===== config.mk =====
export PLATFORM = sky130hd
export DESIGN_NAME = pll_phase_ctrl_flat
export DESIGN_NICKNAME = d
export VERILOG_FILES = /design/src/rtl/pll_phase_if.sv /design/src/rtl/pll_phase_ctrl.sv /design/src/flat_wrapper.sv
export SDC_FILE = /design/constraint.sdc
export NUM_CORES = 1
export LEC_CHECK = 0
export ABC_AREA = 1
export ABC_CLOCK_PERIOD_IN_PS = 1690
export BUFFER_PORTS_ARGS = -buffer_cell sky130_fd_sc_hd__buf_2
export CELL_PAD_IN_SITES_DETAIL_PLACEMENT = 0
export CELL_PAD_IN_SITES_GLOBAL_PLACEMENT = 1
export CORE_MARGIN = 2
export CORE_UTILIZATION = 37
export CTS_CLUSTER_SIZE = 25
export DETAILED_ROUTE_END_ITERATION = 8
export PLACE_DENSITY_LB_ADDON = 0.1
export SLEW_MARGIN = 20
export SYNTH_ARGS = -nofsm -noshare
export SYNTH_HDL_FRONTEND = slang
export SYNTH_SLANG_ARGS = --single-unit

===== constraint.sdc =====
create_clock -name clkin -period 1.69 [get_ports clkin]
set_clock_uncertainty 0.1 [all_clocks]
set_input_delay 0.4225 -clock clkin [delete_from_list [all_inputs] [get_ports clkin]]
set_output_delay 0.4225 -clock clkin [all_outputs]
set_load 0.01 [all_outputs]

===== src/rtl/pll_phase_if.sv =====
// Requester-side handshake bundle for pll_phase_ctrl.
//   master  : the requester (drives ps_req/ps_sel/ps_dir/ps_steps, observes the rest)
//   slave   : the controller (observes the request, drives ps_ack/ps_done/ready)
// Signals:
//   ps_req    level request, only honoured while ready=1
//   ps_sel    PLL output channel to shift (0-6, 7 forwarded as-is)
//   ps_dir    shift direction
//   ps_steps  number of phase steps, 0 = no pulses
//   ps_ack    one-cycle pulse on request accept
//   ps_done   one-cycle pulse when the last step completes
//   ready     PLL locked and qualified, no shift in progress
interface pll_phase_if #(
  parameter int unsigned STEP_W = 8
) ();
  logic              ps_req;
  logic [2:0]        ps_sel;
  logic              ps_dir;
  logic [STEP_W-1:0] ps_steps;
  logic              ps_ack;
  logic              ps_done;
  logic              ready;

  modport master (
    output ps_req, ps_sel, ps_dir, ps_steps,
    input  ps_ack, ps_done, ready
  );

  modport slave (
    input  ps_req, ps_sel, ps_dir, ps_steps,
    output ps_ack, ps_done, ready
  );
endinterface


===== src/rtl/pll_phase_ctrl.sv =====
// PLL reset sequencer, lock qualifier and dynamic phase-shift controller for a GW5A PLLA.
// Runs on the free-running board clock that also feeds the PLL reference input.
// Ports:
//   clkin        controller clock
//   rst          synchronous active-high reset
//   pll_lock     PLL LOCK, asynchronous to clkin (2-flop synchronised internally)
//   pll_reset    PLL RESET
//   pll_pssel    PLL PSSEL, latched channel of the accepted request
//   pll_psdir    PLL PSDIR, latched direction of the accepted request
//   pll_pspulse  PLL PSPULSE, PS_HALF cycles high then PS_HALF low per step
//   ps           requester handshake (pll_phase_if.slave)
//   user_rst     synchronous reset for the PLL output clock domains
//   relock_cnt   saturating count of lock losses and lock timeouts
//   phase_pos    (only with PLL_PHASE_TRACK_EN) signed per-channel step position,
//                7 fields of STEP_W bits, channel n at [n*STEP_W +: STEP_W]
// Optional feature macro: PLL_PHASE_TRACK_EN
module pll_phase_ctrl #(
  parameter int unsigned RESET_CYCLES = 16,
  parameter int unsigned LOCK_STABLE  = 8,
  parameter int unsigned LOCK_TIMEOUT = 50000,
  parameter int unsigned PS_HALF      = 4,
  parameter int unsigned STEP_W       = 8
) (
  input  logic                clkin,
  input  logic                rst,
  input  logic                pll_lock,
  output logic                pll_reset,
  output logic [2:0]          pll_pssel,
  output logic                pll_psdir,
  output logic                pll_pspulse,
  pll_phase_if.slave          ps,
  output logic                user_rst,
  output logic [7:0]          relock_cnt
`ifdef PLL_PHASE_TRACK_EN
  ,
  output logic [7*STEP_W-1:0] phase_pos
`endif
);

  // One shared counter serves every timed state, so size it for the longest interval.
  localparam int unsigned MaxA   = (RESET_CYCLES > LOCK_TIMEOUT) ? RESET_CYCLES : LOCK_TIMEOUT;
  localparam int unsigned MaxB   = (MaxA > LOCK_STABLE) ? MaxA : LOCK_STABLE;
  localparam int unsigned CntMax = (MaxB > PS_HALF) ? MaxB : PS_HALF;
  localparam int unsigned CntW   = $clog2(CntMax + 1);

  localparam logic [CntW-1:0] RstLast  = CntW'(RESET_CYCLES - 1);
  localparam logic [CntW-1:0] ToLast   = CntW'(LOCK_TIMEOUT - 1);
  localparam logic [CntW-1:0] StbLast  = CntW'(LOCK_STABLE - 1);
  localparam logic [CntW-1:0] HalfLast = CntW'(PS_HALF - 1);

  typedef enum logic [2:0] {
    StRstHold,
    StWaitLock,
    StQualify,
    StReady,
    StPsHi,
    StPsLo,
    StPsEnd
  } state_e;

  state_e            state_q;
  logic [CntW-1:0]   cnt_q;
  logic [STEP_W-1:0] steps_q;
  logic              lock_meta;
  logic              lock_s;

  // Lock is only supervised once the PLL has been qualified.
  logic lock_lost;
  assign lock_lost = !lock_s &&
                     ((state_q == StReady) || (state_q == StPsHi) ||
                      (state_q == StPsLo)  || (state_q == StPsEnd));

  always_ff @(posedge clkin) begin
    if (rst) begin
      lock_meta   <= 1'b0;
      lock_s      <= 1'b0;
      state_q     <= StRstHold;
      cnt_q       <= '0;
      steps_q     <= '0;
      pll_reset   <= 1'b1;
      pll_pssel   <= 3'd0;
      pll_psdir   <= 1'b0;
      pll_pspulse <= 1'b0;
      ps.ps_ack   <= 1'b0;
      ps.ps_done  <= 1'b0;
      ps.ready    <= 1'b0;
      user_rst    <= 1'b1;
      relock_cnt  <= 8'd0;
`ifdef PLL_PHASE_TRACK_EN
      phase_pos   <= '0;
`endif
    end else begin
      lock_meta  <= pll_lock;
      lock_s     <= lock_meta;
      ps.ps_ack  <= 1'b0;
      ps.ps_done <= 1'b0;

      if (lock_lost) begin
        // Abort any shift in flight and restart the PLL; no ps_done is issued.
        state_q     <= StRstHold;
        cnt_q       <= '0;
        pll_reset   <= 1'b1;
        pll_pspulse <= 1'b0;
        ps.ready    <= 1'b0;
        user_rst    <= 1'b1;
        if (relock_cnt != 8'hFF) relock_cnt <= relock_cnt + 8'd1;
`ifdef PLL_PHASE_TRACK_EN
        phase_pos   <= '0;
`endif
      end else begin
        unique case (state_q)
          StRstHold: begin
            if (cnt_q == RstLast) begin
              state_q   <= StWaitLock;
              cnt_q     <= '0;
              pll_reset <= 1'b0;
            end else begin
              cnt_q <= cnt_q + CntW'(1);
            end
          end

          StWaitLock: begin
            if (lock_s) begin
              // This sample already counts as the first stable-lock cycle.
              cnt_q <= CntW'(1);
              if (LOCK_STABLE <= 1) begin
                state_q  <= StReady;
                ps.ready <= 1'b1;
                user_rst <= 1'b0;
              end else begin
                state_q <= StQualify;
              end
            end else if (cnt_q == ToLast) begin
              state_q   <= StRstHold;
              cnt_q     <= '0;
              pll_reset <= 1'b1;
              if (relock_cnt != 8'hFF) relock_cnt <= relock_cnt + 8'd1;
`ifdef PLL_PHASE_TRACK_EN
              phase_pos <= '0;
`endif
            end else begin
              cnt_q <= cnt_q + CntW'(1);
            end
          end

          StQualify: begin
            if (!lock_s) begin
              cnt_q <= '0;
            end else if (cnt_q == StbLast) begin
              state_q  <= StReady;
              cnt_q    <= '0;
              ps.ready <= 1'b1;
              user_rst <= 1'b0;
            end else begin
              cnt_q <= cnt_q + CntW'(1);
            end
          end

          StReady: begin
            if (ps.ps_req) begin
              ps.ps_ack <= 1'b1;
              ps.ready  <= 1'b0;
              pll_pssel <= ps.ps_sel;
              pll_psdir <= ps.ps_dir;
              steps_q   <= ps.ps_steps;
              cnt_q     <= '0;
              if (ps.ps_steps == '0) begin
                state_q <= StPsEnd;
              end else begin
                state_q     <= StPsHi;
                pll_pspulse <= 1'b1;
              end
            end
          end

          StPsHi: begin
            if (cnt_q == HalfLast) begin
              state_q     <= StPsLo;
              cnt_q       <= '0;
              pll_pspulse <= 1'b0;
            end else begin
              cnt_q <= cnt_q + CntW'(1);
            end
          end

          StPsLo: begin
            if (cnt_q == HalfLast) begin
              cnt_q   <= '0;
              steps_q <= steps_q - STEP_W'(1);
              if (steps_q == STEP_W'(1)) begin
                state_q <= StPsEnd;
              end else begin
                state_q     <= StPsHi;
                pll_pspulse <= 1'b1;
              end
`ifdef PLL_PHASE_TRACK_EN
              // Channel 7 has no tracking field.
              if (pll_pssel != 3'd7) begin
                if (pll_psdir) begin
                  phase_pos[pll_pssel*STEP_W +: STEP_W] <=
                    phase_pos[pll_pssel*STEP_W +: STEP_W] + STEP_W'(1);
                end else begin
                  phase_pos[pll_pssel*STEP_W +: STEP_W] <=
                    phase_pos[pll_pssel*STEP_W +: STEP_W] - STEP_W'(1);
                end
              end
`endif
            end else begin
              cnt_q <= cnt_q + CntW'(1);
            end
          end

          StPsEnd: begin
            state_q    <= StReady;
            ps.ps_done <= 1'b1;
            ps.ready   <= 1'b1;
          end

          default: begin
            state_q   <= StRstHold;
            cnt_q     <= '0;
            pll_reset <= 1'b1;
          end
        endcase
      end
    end
  end

endmodule


===== src/flat_wrapper.sv =====
// flat-port wrapper written by rule: the top's interface ports become plain ports
module pll_phase_ctrl_flat 
#(
  parameter int unsigned RESET_CYCLES = 16,
  parameter int unsigned LOCK_STABLE  = 8,
  parameter int unsigned LOCK_TIMEOUT = 50000,
  parameter int unsigned PS_HALF      = 4,
  parameter int unsigned STEP_W       = 8
)
  (clkin, rst, pll_lock, pll_reset, pll_pssel, pll_psdir, pll_pspulse, user_rst, relock_cnt, ps_ps_req, ps_ps_sel, ps_ps_dir, ps_ps_steps, ps_ps_ack, ps_ps_done, ps_ready);
  pll_phase_if #(.STEP_W(STEP_W)) ps_i ();
  input  logic clkin;
  input  logic rst;
  input  logic pll_lock;
  output logic pll_reset;
  output logic [2:0] pll_pssel;
  output logic pll_psdir;
  output logic pll_pspulse;
  output logic user_rst;
  output logic [7:0] relock_cnt;
  input wire logic [$bits(ps_i.ps_req)-1:0] ps_ps_req;
  input wire logic [$bits(ps_i.ps_sel)-1:0] ps_ps_sel;
  input wire logic [$bits(ps_i.ps_dir)-1:0] ps_ps_dir;
  input wire logic [$bits(ps_i.ps_steps)-1:0] ps_ps_steps;
  output wire logic [$bits(ps_i.ps_ack)-1:0] ps_ps_ack;
  output wire logic [$bits(ps_i.ps_done)-1:0] ps_ps_done;
  output wire logic [$bits(ps_i.ready)-1:0] ps_ready;
  assign ps_i.ps_req = ps_ps_req;
  assign ps_i.ps_sel = ps_ps_sel;
  assign ps_i.ps_dir = ps_ps_dir;
  assign ps_i.ps_steps = ps_ps_steps;
  assign ps_ps_ack = ps_i.ps_ack;
  assign ps_ps_done = ps_i.ps_done;
  assign ps_ready = ps_i.ready;
  pll_phase_ctrl #(.RESET_CYCLES(RESET_CYCLES), .LOCK_STABLE(LOCK_STABLE), .LOCK_TIMEOUT(LOCK_TIMEOUT), .PS_HALF(PS_HALF), .STEP_W(STEP_W)) u_core (.clkin(clkin), .rst(rst), .pll_lock(pll_lock), .pll_reset(pll_reset), .pll_pssel(pll_pssel), .pll_psdir(pll_psdir), .pll_pspulse(pll_pspulse), .ps(ps_i), .user_rst(user_rst), .relock_cnt(relock_cnt));
endmodule

==> summary.txt, run 1 <==
Floorplanning
  • Area of the core: just over 7000 sq um
  • Initial core utilization: a little under two fifths
  • Die height: 90.20 um
  • Die ar.: just over 8000 sq um
  • FP Rows: 31
  • Die W: ~90 um
  • I/O pin total: 34

Timing
  • Slew @ Worst Pin: between 300 and 400 ps
  • Setup violators final: 1
  • Slew Limit Fails: 0
  • Tmin final: approximately 1700 ps
  • F_max: ~600 MHz
  • Setup slack after layout: -0.01077 ps
  • WHS: about 210 ps
  • RSZ-0062 raised after global routing: yes
  • Max_slew headroom: between 70% and 80%
  • TNS Setup: -0.01077 ps
  • Final hold violations: 0
  • Final worst path period share: 100.0%

Logic synthesis
  • Ranking of synthesized cells by area: dfxtp_1 34%, nand2_1 14%, nor2_1 10%
  • Primary FF master, synth: dfxtp_1
  • Synth top area share: 34.23%
  • FFs w/ async S/R, synth: 0%
  • Seq cells post-synth: between 40 and 50
  • Synthesized Nets: 451
  • Cells after synthesis: about 430
  • Syn avg cell area: between 6 and 7 sq um
  • Synthesized area: between 2000 and 3000 sq um
  • Synth area leader: dfxtp_1
  • Post-synth EDFFs: 0
  • Sequential area share after synthesis: around a third
  • Distinct cells, synth: 30
  • Ys Warns: 0

Layout
  • Filler instances: 725
  • Fin nets: 558
  • Post-Layout Cell Count: around 640
  • Layout area overhead: 45.65%
  • Cell area after layout: between 4000 and 5000 sq um
  • ANT cells: 0
  • Proportion of layout cells with a drive suffix above 1: roughly two fifths

Setup path
  • Worst R2R End: u_core.pll_reset
  • Crit path launch: u_core.state_q[1]
  • CP max FO: 9
  • RR Startpoint: u_core.state_q[1]
  • Crit start category: flop
  • CP arrival: between 1500 and 2000 ps
  • Worst r2r path cells: 12
  • Critical Path RT: 1790 ps
  • Critical path class: reg2reg
  • Crit. End Element: flop
  • Worst reg-to-reg setup slack: -0.01 ps

Place
  • RePlAce Congestion: roughly 0.83
  • HPWL after DPL: roughly 5600 um
  • Placed Instances: 619
  • IO buf count: 33
  • Post-place setup slack: -156.7 ps
  • Placed Instance Area: 3483 sq um

Outcome
  • Status: complete, but fails checks
  • Failing checks: setup timing

CTS
  • Hold Buf Count CTS: 0
  • CTS Sinks: 47
  • Clock slew at reported path FFs: approximately 100 ps
  • CTS buffer count: 5
  • Clock Path Buffers: 2
  • CTS tree: built
  • Root buf cell: clkbuf_8
  • Worst-Skew Late Latency: approximately 310 ps
  • H-tree depth: 2

Global route
  • Number of global-route vias before repair: approximately 2.8k
  • Pin count of the biggest net entering global routing: 17
  • Tot GR Track Use: between 10% and 20%
  • First-pass GRT wire length: between 10000 and 15000 um
  • Antenna violations before repair: 0
  • GRT Residual Overflow: 0

Detailed routing
  • DR DRC count: 0
  • Routed WL: about 7600 um
  • Initial detailed-routing violation count: 94
  • ANT nets after route: 0
  • DR WL/cell: approximately 12 um
  • Via count: around 3k
  • Via-per-instance ratio: about 4.7
  • DR pass1 iterations: 4

Hold path
  • HP Start: pll_lock
  • Hold crit path type: in2reg
  • Hold Path Stages: 3
  • Hold endpoint: u_core.lock_meta

Flow run
  • Max_cap viols: 0

Power and ir drop
  • P_leak: 1.873 nW
  • Power per cell area: approximately 1000 nW/um^2
  • Max rail drop VDD: ~420 uV
[per-stage QoR]
stage | utilization [%] | power [mW]
after global placement | 48.28 | 2.921
final | 55.50 | 4.194
after CTS | 50.99 | 3.924
after global routing | 55.50 | 4.496
after detailed placement | 48.28 | 2.926
after floorplan | - | 2.273
[cell usage after synthesis (4+ instances only)]
cell type / number
nand2_1: 102
nor2_1: 75
dfxtp_1: 47
inv_1: 45
nand3_1: 42
a21oi_1: 22
o21ai_0: 17
nand4_1: 12
inv_2: 9
nor3_1: 8
nand2_2: 6
nor2_4: 5
xor2_1: 5
ha_1: 4
nand3_2: 4
nor2_2: 4
[cell type report]
cell class | instances | area (sq um) | share of cell area, %
inverters | 54 | 210.2 | 5.250
repair buffers | 107 | 760.7 | 19.00
well taps | 99 | 123.9 | 3.094
flip-flops and latches | 47 | 964.7 | 24.09
clock buffers | 5 | 68.82 | 1.719
multi-input cells | 323 | 1828 | 45.66
clock inverters | 3 | 47.55 | 1.188
[state kept, by name (all words and copies together), names as in the netlist, 3 cells and up]
register           cells
u_core.cnt_q          16
u_core.pll_pssel       3
u_core.relock_cnt      8
u_core.state_q         3
u_core.steps_q         8
[critical path: stages, from the launching register on]
cell and delay [ps]:
dfxtp_4 420, inv_2 50, nand2_2 110, nand2_2 80, inv_2 60, nand2_2 50, nand2_2 70, inv_2 40
buf_4 130, nor2_4 130, inv_4 90, a21oi_1 120, o21ai_0 100
[how the worst max path moves through the flow]
stage                     cells past startpoint                to  slack [ps]
after floorplan                              11   u_core.cnt_q[7]           6
after global placement                       11  u_core.cnt_q[11]        -100
after detailed placement                      9  u_core.cnt_q[14]        -160
after CTS                                    11   u_core.cnt_q[7]         -20
after global routing                         12  u_core.pll_reset        -170
final                                        12  u_core.pll_reset       -0.01
[power by group]
part / switching, mW / total [mW] / internal (mW)
clock: 0.433 / 0.882 / 0.449
sequential: 0.132 / 1.37 / 1.23
combinational: 1.05 / 1.95 / 0.898
[routing by layer]
metal	GRT usage [%]	routed length [um]	vias up
li1	-	-	1600
met1	23.61	3410	1363
met2	33.27	3891	39
met3	3.185	180	8
met4	5.385	92	0
met5	0	0	-
[cells in the final DEF, fill, tap and decap left out, types with 4 or more instances in the layout]
cell / n
buf_4: 68
nand2_2: 20
o21ai_0: 15
inv_2: 9
buf_6: 4
a21oi_2: 4
nor2_4: 15
dfxtp_2: 10
nor2_2: 7
nand3_1: 35
nor3_1: 6
nor2_1: 62
xor2_1: 5
nand3_2: 7
o21ai_1: 4
clkbuf_8: 5
dfxtp_1: 34
a21oi_1: 18
nand4_1: 12
buf_2: 33
nand3_4: 4
inv_1: 43
nand2_1: 85
[timing repair]
item / in CTS / in global routing
gates cloned: 0 / 0
setup buffers: 1 / 10
setup endpoints to repair: 39 / 42
pin swaps: 10 / 17
gates resized for setup: 23 / 72
[cell families (layout without fill, tap and decap cells)]
family,Yosys count,in the layout,share of synthesized area (%)
flops,47,47,34.23
buf+inv,61,169,8.921
xor+xnor,7,7,2.230
fa+ha+maj,4,4,1.821
compound gates,47,47,9.058
simple gates,265,265,43.74
Power figures use the tool's default switching activity.
==> run 2, diff against run 1 <==
==> constraint.sdc (replaced) <==
create_clock -name clkin -period 1.69 [get_ports clkin]
set_clock_uncertainty 0.1 [all_clocks]
set_input_delay 0.338 -clock clkin [delete_from_list [all_inputs] [get_ports clkin]]
set_output_delay 0.338 -clock clkin [all_outputs]
set_load 0.01 [all_outputs]
==> summary.txt, run 2 (synthesis results as in run 1) <==
Outcome
  • Status: complete, but fails checks
  • Failing checks: setup timing

Setup path
  • Worst r2r path cells: 11 (-1)
  • Worst R2R End: u_core.cnt_q[7]
  • Critical path class: reg2reg
  • Worst reg-to-reg setup slack: -20 ps (-20 ps)
  • CP Cell Sequence: ha_4 -> nand2_1 -> nor2_2 -> nand2_2 -> nand2_2 -> nand2_1 -> nor2_2 -> nand3_2 -> buf_6 -> o211ai_1 -> inv_1
  • Crit. End Element: flop
  • CP peak stage delay: 380 ps (-40 ps)
  • Crit start category: flop
  • CP max FO: 8 (-1)
  • RR Startpoint: u_core.cnt_q[0]
  • Critical Path RT: 1790 ps (about the same)
  • CP arrival: 1810 ps (+20 ps)
  • Critical path's slowest cell: dfxtp_4

Flow run
  • Max_cap viols: 0 (unchanged)

Timing
  • Setup violators final: 5 (+4)
  • Final hold violations: 0 (unchanged)
  • TNS Setup: -41.32 ps (-41.31 ps)
  • Setup slack after layout: -15.26 ps (-15.25 ps)
  • RSZ-0062 raised after global routing: yes
  • Final worst path period share: 100.9% (+0.90 points)
  • Max_slew headroom: 72.33% (-6.0 points)
  • Tmin final: 1705 ps (+15.25 ps)
  • Slew Limit Fails: 0 (unchanged)
  • F_max: 586.4 MHz (-0.89%)
  • Slew @ Worst Pin: 411.3 ps (+88.58 ps)

Power and ir drop
  • Power per cell area: 1058 nW/um^2 (+1.0%)
  • Pwr Total: 4.181 mW (-0.31%)
  • P_leak: 1.853 nW (-1.1%)
  • Max rail drop VDD: 490.1 uV (+18%)

Floorplanning
  • FP Rows: 31 (unchanged)
  • Area of the core: 7214 sq um (unchanged)
  • Die height: 90.20 um (unchanged)
  • Die W: 90.20 um (unchanged)
  • I/O pin total: 34 (unchanged)
  • Initial core utilization: 38.10% (unchanged)
  • Die ar.: 8135 sq um (unchanged)

CTS
  • CTS Sinks: 47 (unchanged)
  • Clock Path Buffers: 2 (unchanged)
  • H-tree depth: 2 (unchanged)
  • CTS tree: built
  • Worst-Skew Late Latency: 310 ps (about the same)
  • Root buf cell: clkbuf_8
  • Clock slew at reported path FFs: 100 ps (about the same)
  • CTS buffer count: 5 (unchanged)

Layout
  • Post-Layout Cell Count: 640 (+0.31%)
  • Biggest regs: u_core.cnt_q (16), u_core.relock_cnt (8), u_core.steps_q (8)
  • ANT cells: 0 (unchanged)
  • Proportion of layout cells with a drive suffix above 1: 36.97% (-1.4 points)
  • Largest Register: u_core.cnt_q
  • Most frequent cells in the layout: 91 x nand2_1, 69 x buf_4, 58 x nor2_1
  • Layout area overhead: 43.74%
  • Fin nets: 560 (+0.36%)
  • Commonest non-fill, non-tap cell in the layout: nand2_1
  • Cell area after layout: 3951 sq um (-1.3%)
  • Max reg flops: 16 (unchanged)

Place
  • Placed Instance Area: 3478 sq um (-0.14%)
  • IO buf count: 33 (unchanged)
  • RePlAce Congestion: 0.8530 (+3.0%)
  • HPWL after DPL: 5700 um (+2.4%)
  • Placed Instances: 620 (+0.16%)
  • Post-place setup slack: -129.4 ps (+27.26 ps)

Hold path
  • Hold endpoint: u_core.lock_meta
  • Hold Path Stages: 3 (unchanged)
  • HP Start: pll_lock
  • Hold crit path type: in2reg

Global route
  • Antenna violations before repair: 0 (unchanged)
  • First-pass GRT wire length: 13110 um (+3.4%)
  • Tot GR Track Use: 19.31% (+0.45 points)
  • Pin count of the biggest net entering global routing: 17 (unchanged)
  • GRT Residual Overflow: 0 (unchanged)
  • Number of global-route vias before repair: 2859 (+0.99%)

Detailed routing
  • Initial detailed-routing violation count: 116 (+23%)
  • Via count: 3023 (+0.43%)
  • ANT nets after route: 0 (unchanged)
  • DR DRC count: 0 (unchanged)
  • DR pass1 iterations: 5 (+1)
  • DR WL/cell: 12.12 um (+2.1%)
  • Routed WL: 7758 um (+2.4%)
  • Via-per-instance ratio: 4.723 (+0.12%)
[run 2: cell types whose count changed in the layout (fill, tap and decap cells not counted), moves of 2 or more]
cell	previous run	this run
nor2_2	7	16
nand2_1	85	91
dfxtp_2	10	2
a21oi_2	4	1
nand2_2	20	17
nor2_1	62	58
nand2_4	3	1
nor2_4	15	10
dfxtp_1	34	40
nand3_1	35	33
a21oi_1	18	21
nand3_2	7	9
dfxtp_4	3	5
[run 2: routing by layer]
layer / routed length [um] / part of all wire (%) / global-route usage [%] / vias to the layer above
met4: 124 / 1.6 / 5.256 / 0
met2: 3911 / 50 / 34.21 / 38
met5: 0 / 0 / 0 / -
met1: 3556 / 46 / 24.47 / 1378
met3: 165 / 2.1 / 2.766 / 10
li1: - / - / - / 1597
[run 2: where the power goes]
part | switching, mW | leakage, nW | internal [mW] | total, mW
logic | 1.07 | 1.41 | 0.873 | 1.94
registers | 0.120 | 0.385 | 1.24 | 1.36
clock network | 0.432 | 0.0587 | 0.449 | 0.882
total | 1.62 | 1.85 | 2.56 | 4.18
[run 2: repair_timing]
item,CTS,global route
gates cloned,1,0
hold buffers,0,0
endpoints found under the setup margin,24,39
pin swaps,7,22
setup buffers,1,10
gates resized for setup,21,59
[run 2: layout make-up]
class / count / area [sq um]
fillers: 731 / 3263
multi-input cells: 324 / 1782
flip-flops and latches: 47 / 962.2
repair buffers: 108 / 759.5
inverters: 54 / 207.7
well taps: 99 / 123.9
clock buffers: 5 / 68.82
clock inverters: 3 / 47.55
[run 2: critical path: cells and delay by family, from the launching register on]
| kind | cells | cell delay [ps] |
|---|---|---|
| and+or+nand+nor | 7 | 660 |
| adders and majority gates | 1 | 170 |
| buffers and inverters | 2 | 210 |
| DFF | 1 | 380 |
| AOI/OAI and AO/OA | 1 | 70 |
[run 2: worst max-delay path by stage]
stage	depth (start not counted)	slack (ps)	start	endpoint
finish	11	-20	u_core.cnt_q[0]	u_core.cnt_q[7]
global route	10	-160	u_core.state_q[2]	u_core.cnt_q[15]
CTS	9	-20	u_core.cnt_q[1]	u_core.cnt_q[10]
detailed placement	9	-130	u_core.cnt_q[0]	u_core.cnt_q[14]
global placement	11	-110	u_core.cnt_q[0]	u_core.cnt_q[7]
floorplan	11	6	u_core.cnt_q[0]	u_core.cnt_q[7]
[run 2: per-stage QoR]
stage	hold WS, ps	utilization (%)
global placement	289.4	48.21
CTS	116.5	50.83
floorplan	288.3	-
global route	156.2	54.77
finish	122.9	54.77
detailed placement	292.5	48.21
